## src/rtl/ccc_lock_rst_seq.sv

```systemverilog
// ccc_lock_rst_seq: qualifies the CCC fabric clock by waiting for a stable
// lock indication, then releases the fabric reset and later asserts READY.
// Loss of lock after reset release is counted and flagged.
module ccc_lock_rst_seq #(
  parameter int SYNC_STAGES   = 2,
  parameter int STABLE_CYCLES = 1024,
  parameter int HOLD_CYCLES   = 16
) (
  input  logic       FAB_CLK,
  input  logic       FAB_RESET,
  input  logic       FAB_LOCK,
  input  logic       SW_RST_REQ,
  input  logic       LOST_CLR,
  output logic       FABRIC_RESET,
  output logic       READY,
  output logic       LOCK_LOST,
  output logic [7:0] LOSS_CNT
);

  // The shared counter must reach the larger terminal value of the two timed states.
  localparam int CNT_MAX = ((STABLE_CYCLES > HOLD_CYCLES) ? STABLE_CYCLES : HOLD_CYCLES) - 1;
  localparam int CNT_W   = (CNT_MAX < 2) ? 1 : $clog2(CNT_MAX + 1);

  localparam logic [CNT_W-1:0] STABLE_LAST = CNT_W'(STABLE_CYCLES - 1);
  localparam logic [CNT_W-1:0] HOLD_LAST   = CNT_W'(HOLD_CYCLES - 1);

  typedef enum logic [1:0] {
    WAIT_LOCK = 2'd0,
    STABLE    = 2'd1,
    HOLD      = 2'd2,
    RUN       = 2'd3
  } state_t;

  state_t                 state;
  logic [CNT_W-1:0]       cnt;
  logic [SYNC_STAGES-1:0] sync_q;
  logic                   lock_s;

  assign lock_s = sync_q[SYNC_STAGES-1];

  // Bring the asynchronous lock indication into the FAB_CLK domain.
  always_ff @(posedge FAB_CLK) begin
    if (FAB_RESET) begin
      sync_q <= '0;
    end else begin
      sync_q <= {sync_q[SYNC_STAGES-2:0], FAB_LOCK};
    end
  end

  // Release sequencer with registered outputs and loss bookkeeping.
  always_ff @(posedge FAB_CLK) begin
    if (FAB_RESET) begin
      state        <= WAIT_LOCK;
      cnt          <= '0;
      FABRIC_RESET <= 1'b1;
      READY        <= 1'b0;
      LOCK_LOST    <= 1'b0;
      LOSS_CNT     <= 8'd0;
    end else begin
      // A loss event later in this block overrides the clear.
      if (LOST_CLR) begin
        LOCK_LOST <= 1'b0;
      end

      unique case (state)
        WAIT_LOCK: begin
          cnt          <= '0;
          FABRIC_RESET <= 1'b1;
          READY        <= 1'b0;
          if (lock_s) begin
            state <= STABLE;
          end
        end

        STABLE: begin
          // Lock dropping before release is just a restart, not a loss.
          if (!lock_s || SW_RST_REQ) begin
            state <= WAIT_LOCK;
            cnt   <= '0;
          end else if (cnt == STABLE_LAST) begin
            state        <= HOLD;
            cnt          <= '0;
            FABRIC_RESET <= 1'b0;
          end else begin
            cnt <= cnt + 1'b1;
          end
        end

        HOLD: begin
          if (!lock_s) begin
            state        <= WAIT_LOCK;
            cnt          <= '0;
            FABRIC_RESET <= 1'b1;
            READY        <= 1'b0;
            LOCK_LOST    <= 1'b1;
            if (LOSS_CNT != 8'hFF) begin
              LOSS_CNT <= LOSS_CNT + 8'd1;
            end
          end else if (SW_RST_REQ) begin
            state        <= WAIT_LOCK;
            cnt          <= '0;
            FABRIC_RESET <= 1'b1;
            READY        <= 1'b0;
          end else if (cnt == HOLD_LAST) begin
            state <= RUN;
            cnt   <= '0;
            READY <= 1'b1;
          end else begin
            cnt <= cnt + 1'b1;
          end
        end

        RUN: begin
          if (!lock_s) begin
            state        <= WAIT_LOCK;
            cnt          <= '0;
            FABRIC_RESET <= 1'b1;
            READY        <= 1'b0;
            LOCK_LOST    <= 1'b1;
            if (LOSS_CNT != 8'hFF) begin
              LOSS_CNT <= LOSS_CNT + 8'd1;
            end
          end else if (SW_RST_REQ) begin
            state        <= WAIT_LOCK;
            cnt          <= '0;
            FABRIC_RESET <= 1'b1;
            READY        <= 1'b0;
          end
        end

        default: begin
          state        <= WAIT_LOCK;
          cnt          <= '0;
          FABRIC_RESET <= 1'b1;
          READY        <= 1'b0;
        end
      endcase
    end
  end

endmodule

```

## config.mk

```make
export PLATFORM = sky130hd
export DESIGN_NAME = ccc_lock_rst_seq
export DESIGN_NICKNAME = d
export VERILOG_FILES = /design/src/rtl/ccc_lock_rst_seq.sv
export SDC_FILE = /design/constraint.sdc
export NUM_CORES = 1
export LEC_CHECK = 0
export BUFFER_PORTS_ARGS = -buffer_cell sky130_fd_sc_hd__buf_4
export CAP_MARGIN = 5
export CELL_PAD_IN_SITES_DETAIL_PLACEMENT = 1
export CELL_PAD_IN_SITES_GLOBAL_PLACEMENT = 1
export CORE_ASPECT_RATIO = 1.5
export CORE_MARGIN = 3
export CORE_UTILIZATION = 25
export DETAILED_ROUTE_END_ITERATION = 10
export PLACE_DENSITY = 0.49
export SYNTH_ARGS = -nofsm -noshare
export SYNTH_HDL_FRONTEND = slang
export SYNTH_SLANG_ARGS = --single-unit
```

## constraint.sdc

```tcl
create_clock -name FAB_CLK -period 1.8 [get_ports FAB_CLK]
set_clock_uncertainty 0.1 [all_clocks]
set_input_delay 0.09 -clock FAB_CLK [delete_from_list [all_inputs] [get_ports FAB_CLK]]
set_output_delay 0.09 -clock FAB_CLK [all_outputs]
set_load 0.01 [all_outputs]
```

==> flow_metrics.tcl <==
set metrics [dict create \
    grt_pass1_vias 1351 \
    r2r_cells 9 \
    htreeDepth 1 \
    intPower_uw 791.1 \
    rrSetupSlack_ps -60 \
    synth-edff-count 0 \
    clk_pin_slew_ps 90 \
    start_kind "flip-flop" \
    worst_slack_ps -61.22 \
    io_pins 16 \
    grt_pass1_wl_um 6051 \
    ff_latch_area_sq_um 513.0 \
    netlist_area_sq_um 1328 \
    grt.overflow.total 0 \
    max_clock_freq_mhz 537.3 \
    cpPeakStageDelay_ps 380 \
    worstHoldEndpoint "state[1]" \
    cts_root_buffer "clkbuf_8" \
    path_max_fanout 7 \
    maxSlewViolCount 0 \
    clk_latency_ps 270 \
    setup_viol 6 \
    synth-seq-area-share_pct 37.70 \
    via_per_inst 4.823 \
    ys.flop_type "dfxtp_1" \
    p_switching_uw 257.2 \
    numPortBuffers 15 \
    cts_tree "done" \
    cts_max_path_buffers 2 \
    synth_fp_nets 160 \
    path_delay_family "compound AO/OA/AOI/OAI gates" \
    pwr-share-comb_pct 12.9 \
    path_cells "inv_4 -> ha_4 -> nand3b_1 -> a31o_4 -> a211oi_4 -> buf_6 -> buf_12 -> nand4_1 -> mux2i_1" \
    drive_above_1_share_pct 41.75 \
    num_rows 31 \
    r2r_start "state[0]" \
    async_flop_share_pct 0 \
    p_per_area_nw_per_um2 532.3 \
    antennaDiodeCount 0 \
    arrival_ps 1960 \
    drt_iter0_drc 21 \
    rsz0062_at_grt "yes" \
    dp_hpwl_um 2722 \
    crit_required_ps 1900 \
    cts.sinks 25 \
    yosysMostFrequentCell "dfxtp_1" \
    synth_top_area_share_pct 37.70 \
    synthTopCellsByCount "dfxtp_1 (25), nor2_1 (18), a21oi_1 (11), nand2_1 (9), ha_1 (8)" \
    grt_max_degree 21 \
    synth.distinct_cells 40 \
    multi_input_area_sq_um 892.1 \
    post-route-util_pct 39.67 \
    fillers 608 \
    reg2reg_to "cnt[7]" \
    vdd_ir_drop_max_mv 0.3690 \
    num-nets-final 208 \
    power_mw 1.048 \
    place_congestion 0.7499 \
    path_buf_inv 3 \
    coreArea_sq_um 4965 \
    min_period_over_period_pct 103.4 \
    ys_seq_elements 25 \
    numCtsBuffers 3 \
    wirelength_um 3727 \
    die_area_sq_um 6239 \
    dp_slack_ps -103.8 \
    avgSynthCellArea_sq_um 9.031 \
    syn_to_final_growth_pct 48.35 \
    drt-pass1-iter-count 4 \
    post_drt_wl_per_cell_um 14.33 \
    hold_path.class "input port to flip-flop" \
    violations "setup timing" \
    p_leak_nw 0.7395 \
    switching_share_pct 24.53 \
    worst_pin_slew_ps 385.5 \
    fin_crit_ps 1861 \
    seq_power_share_pct 54.1 \
    yosysWarnings 0 \
    max_slew_margin_pct 74.21 \
    antenna_found_initial 0 \
    yosys.area.top_type "dfxtp_1" \
    synthCells 147 \
    cp-end-kind "flip-flop" \
    die_y_um 95.25 \
    crit_type "flip-flop to flip-flop" \
    worstHoldStart "SW_RST_REQ" \
    maxCapViolations 0 \
    p_clk_share_pct 33.0 \
    drc 0 \
    die_w_um 65.50 \
    slowest_stage "dfxtp_4" \
    start_util_pct 26.74 \
    gr-usage-all-layers_pct 12.31 \
    hold_violations 0 \
    outcome "finished, violations left" \
    whs_path_depth 3 \
    ant_nets 0 \
    vias 1254 \
    synth_area_leaders "dfxtp_1 (38%), ha_1 (7.5%), mux2i_1 (5.3%)" \
]
[sequential cells by signal, indices dropped and copies added, names as in the netlist]
register      count
sync_q            2
LOSS_CNT          8
cnt              10
READY             1
LOCK_LOST         1
FABRIC_RESET      1
state             2
[how the worst max path moves through the flow]
stage               startpoint           to  slack (ps)  cells after the start
floorplan             state[0]       cnt[7]          10                      8
global placement      state[0]  LOSS_CNT[6]         -20                      8
detailed placement    state[0]       cnt[6]        -100                      8
CTS                   state[1]       cnt[7]         -60                      9
global route          state[0]       cnt[7]        -150                      9
finish                state[0]       cnt[7]         -60                      9
[layer usage]
layer  up-vias  global-route usage [%]  share of wire, %
li1        615                       -                 -
met5         -                       0                 0
met1       621                   12.68                39
met3         5                   1.533               1.7
met4         0                   3.114              0.97
met2        13                   25.27                58
[power groups by stage]
| stage | clock network, mW | logic (mW) | registers, mW |
|---|---|---|---|
| final | 0.346 | 0.135 | 0.567 |
| after global routing | 0.384 | 0.149 | 0.569 |
| after CTS | 0.361 | 0.123 | 0.567 |
| after detailed placement | 0 | 0.103 | 0.577 |
| after global placement | 0 | 0.102 | 0.577 |
| after floorplan | 0 | 0.0529 | 0.576 |
[worst min-delay path: stages]
cell and delay [ps]:
buf_4 100, nand4b_1 110, o31ai_1 60
[cell type report]
class / instances / share of cell area (%)
Timing Repair Buffer: 49 / 20.78
Sequential cell: 25 / 26.05
Tap cell: 66 / 4.193
Clock buffer: 4 / 2.287
Inverter: 6 / 1.398
Multi-Input combinational cell: 110 / 45.30
[cell families after synthesis]
kind of cell / after synthesis / share of synthesized area [%]
compound gates: 27 / 14.89
xor+xnor: 8 / 5.277
mux: 7 / 5.278
fa+ha+maj: 8 / 7.540
flops: 25 / 37.70
simple gates: 60 / 24.69
buf+inv: 12 / 4.618
[placed cells by master, fill, tap and decap left out, types with 2 or more instances in the layout]
cell type / count
buf_4: 44
dfxtp_1: 19
nor2_1: 17
a21oi_1: 11
nand2_1: 8
mux2i_1: 7
nand3_1: 6
inv_1: 4
xnor2_1: 4
xor2_1: 4
ha_1: 4
ha_4: 4
dfxtp_2: 4
nor3_1: 3
nand4_1: 3
clkbuf_8: 3
inv_4: 2
nand3b_1: 2
a31o_4: 2
and4_4: 2
a211oi_4: 2
nand2b_1: 2
and4_1: 2
nor2b_1: 2
dlygate4sd3_1: 2
dfxtp_4: 2
[repair_timing]
item / in CTS / in global routing
buffers inserted: 4 / 4
setup endpoints to repair: 14 / 14
hold endpoints to repair: 2 / 0
cloned: 1 / 0
pin swaps: 4 / 6
hold buffers: 2 / 0
resized for setup: 27 / 10
[per-stage QoR]
step	cell area (sq um)	instances	hold slack (ps)	TNS, ps
after floorplan	1330	147	93.68	0
after CTS	1894	256	21.83	-187.3
after global placement	1672	245	207.5	-62.45
after detailed placement	1672	245	214.9	-697.1
final	1969	260	30.85	-205.7
after global routing	1969	260	61.01	-890.7
(Power assumes the default switching activity.)
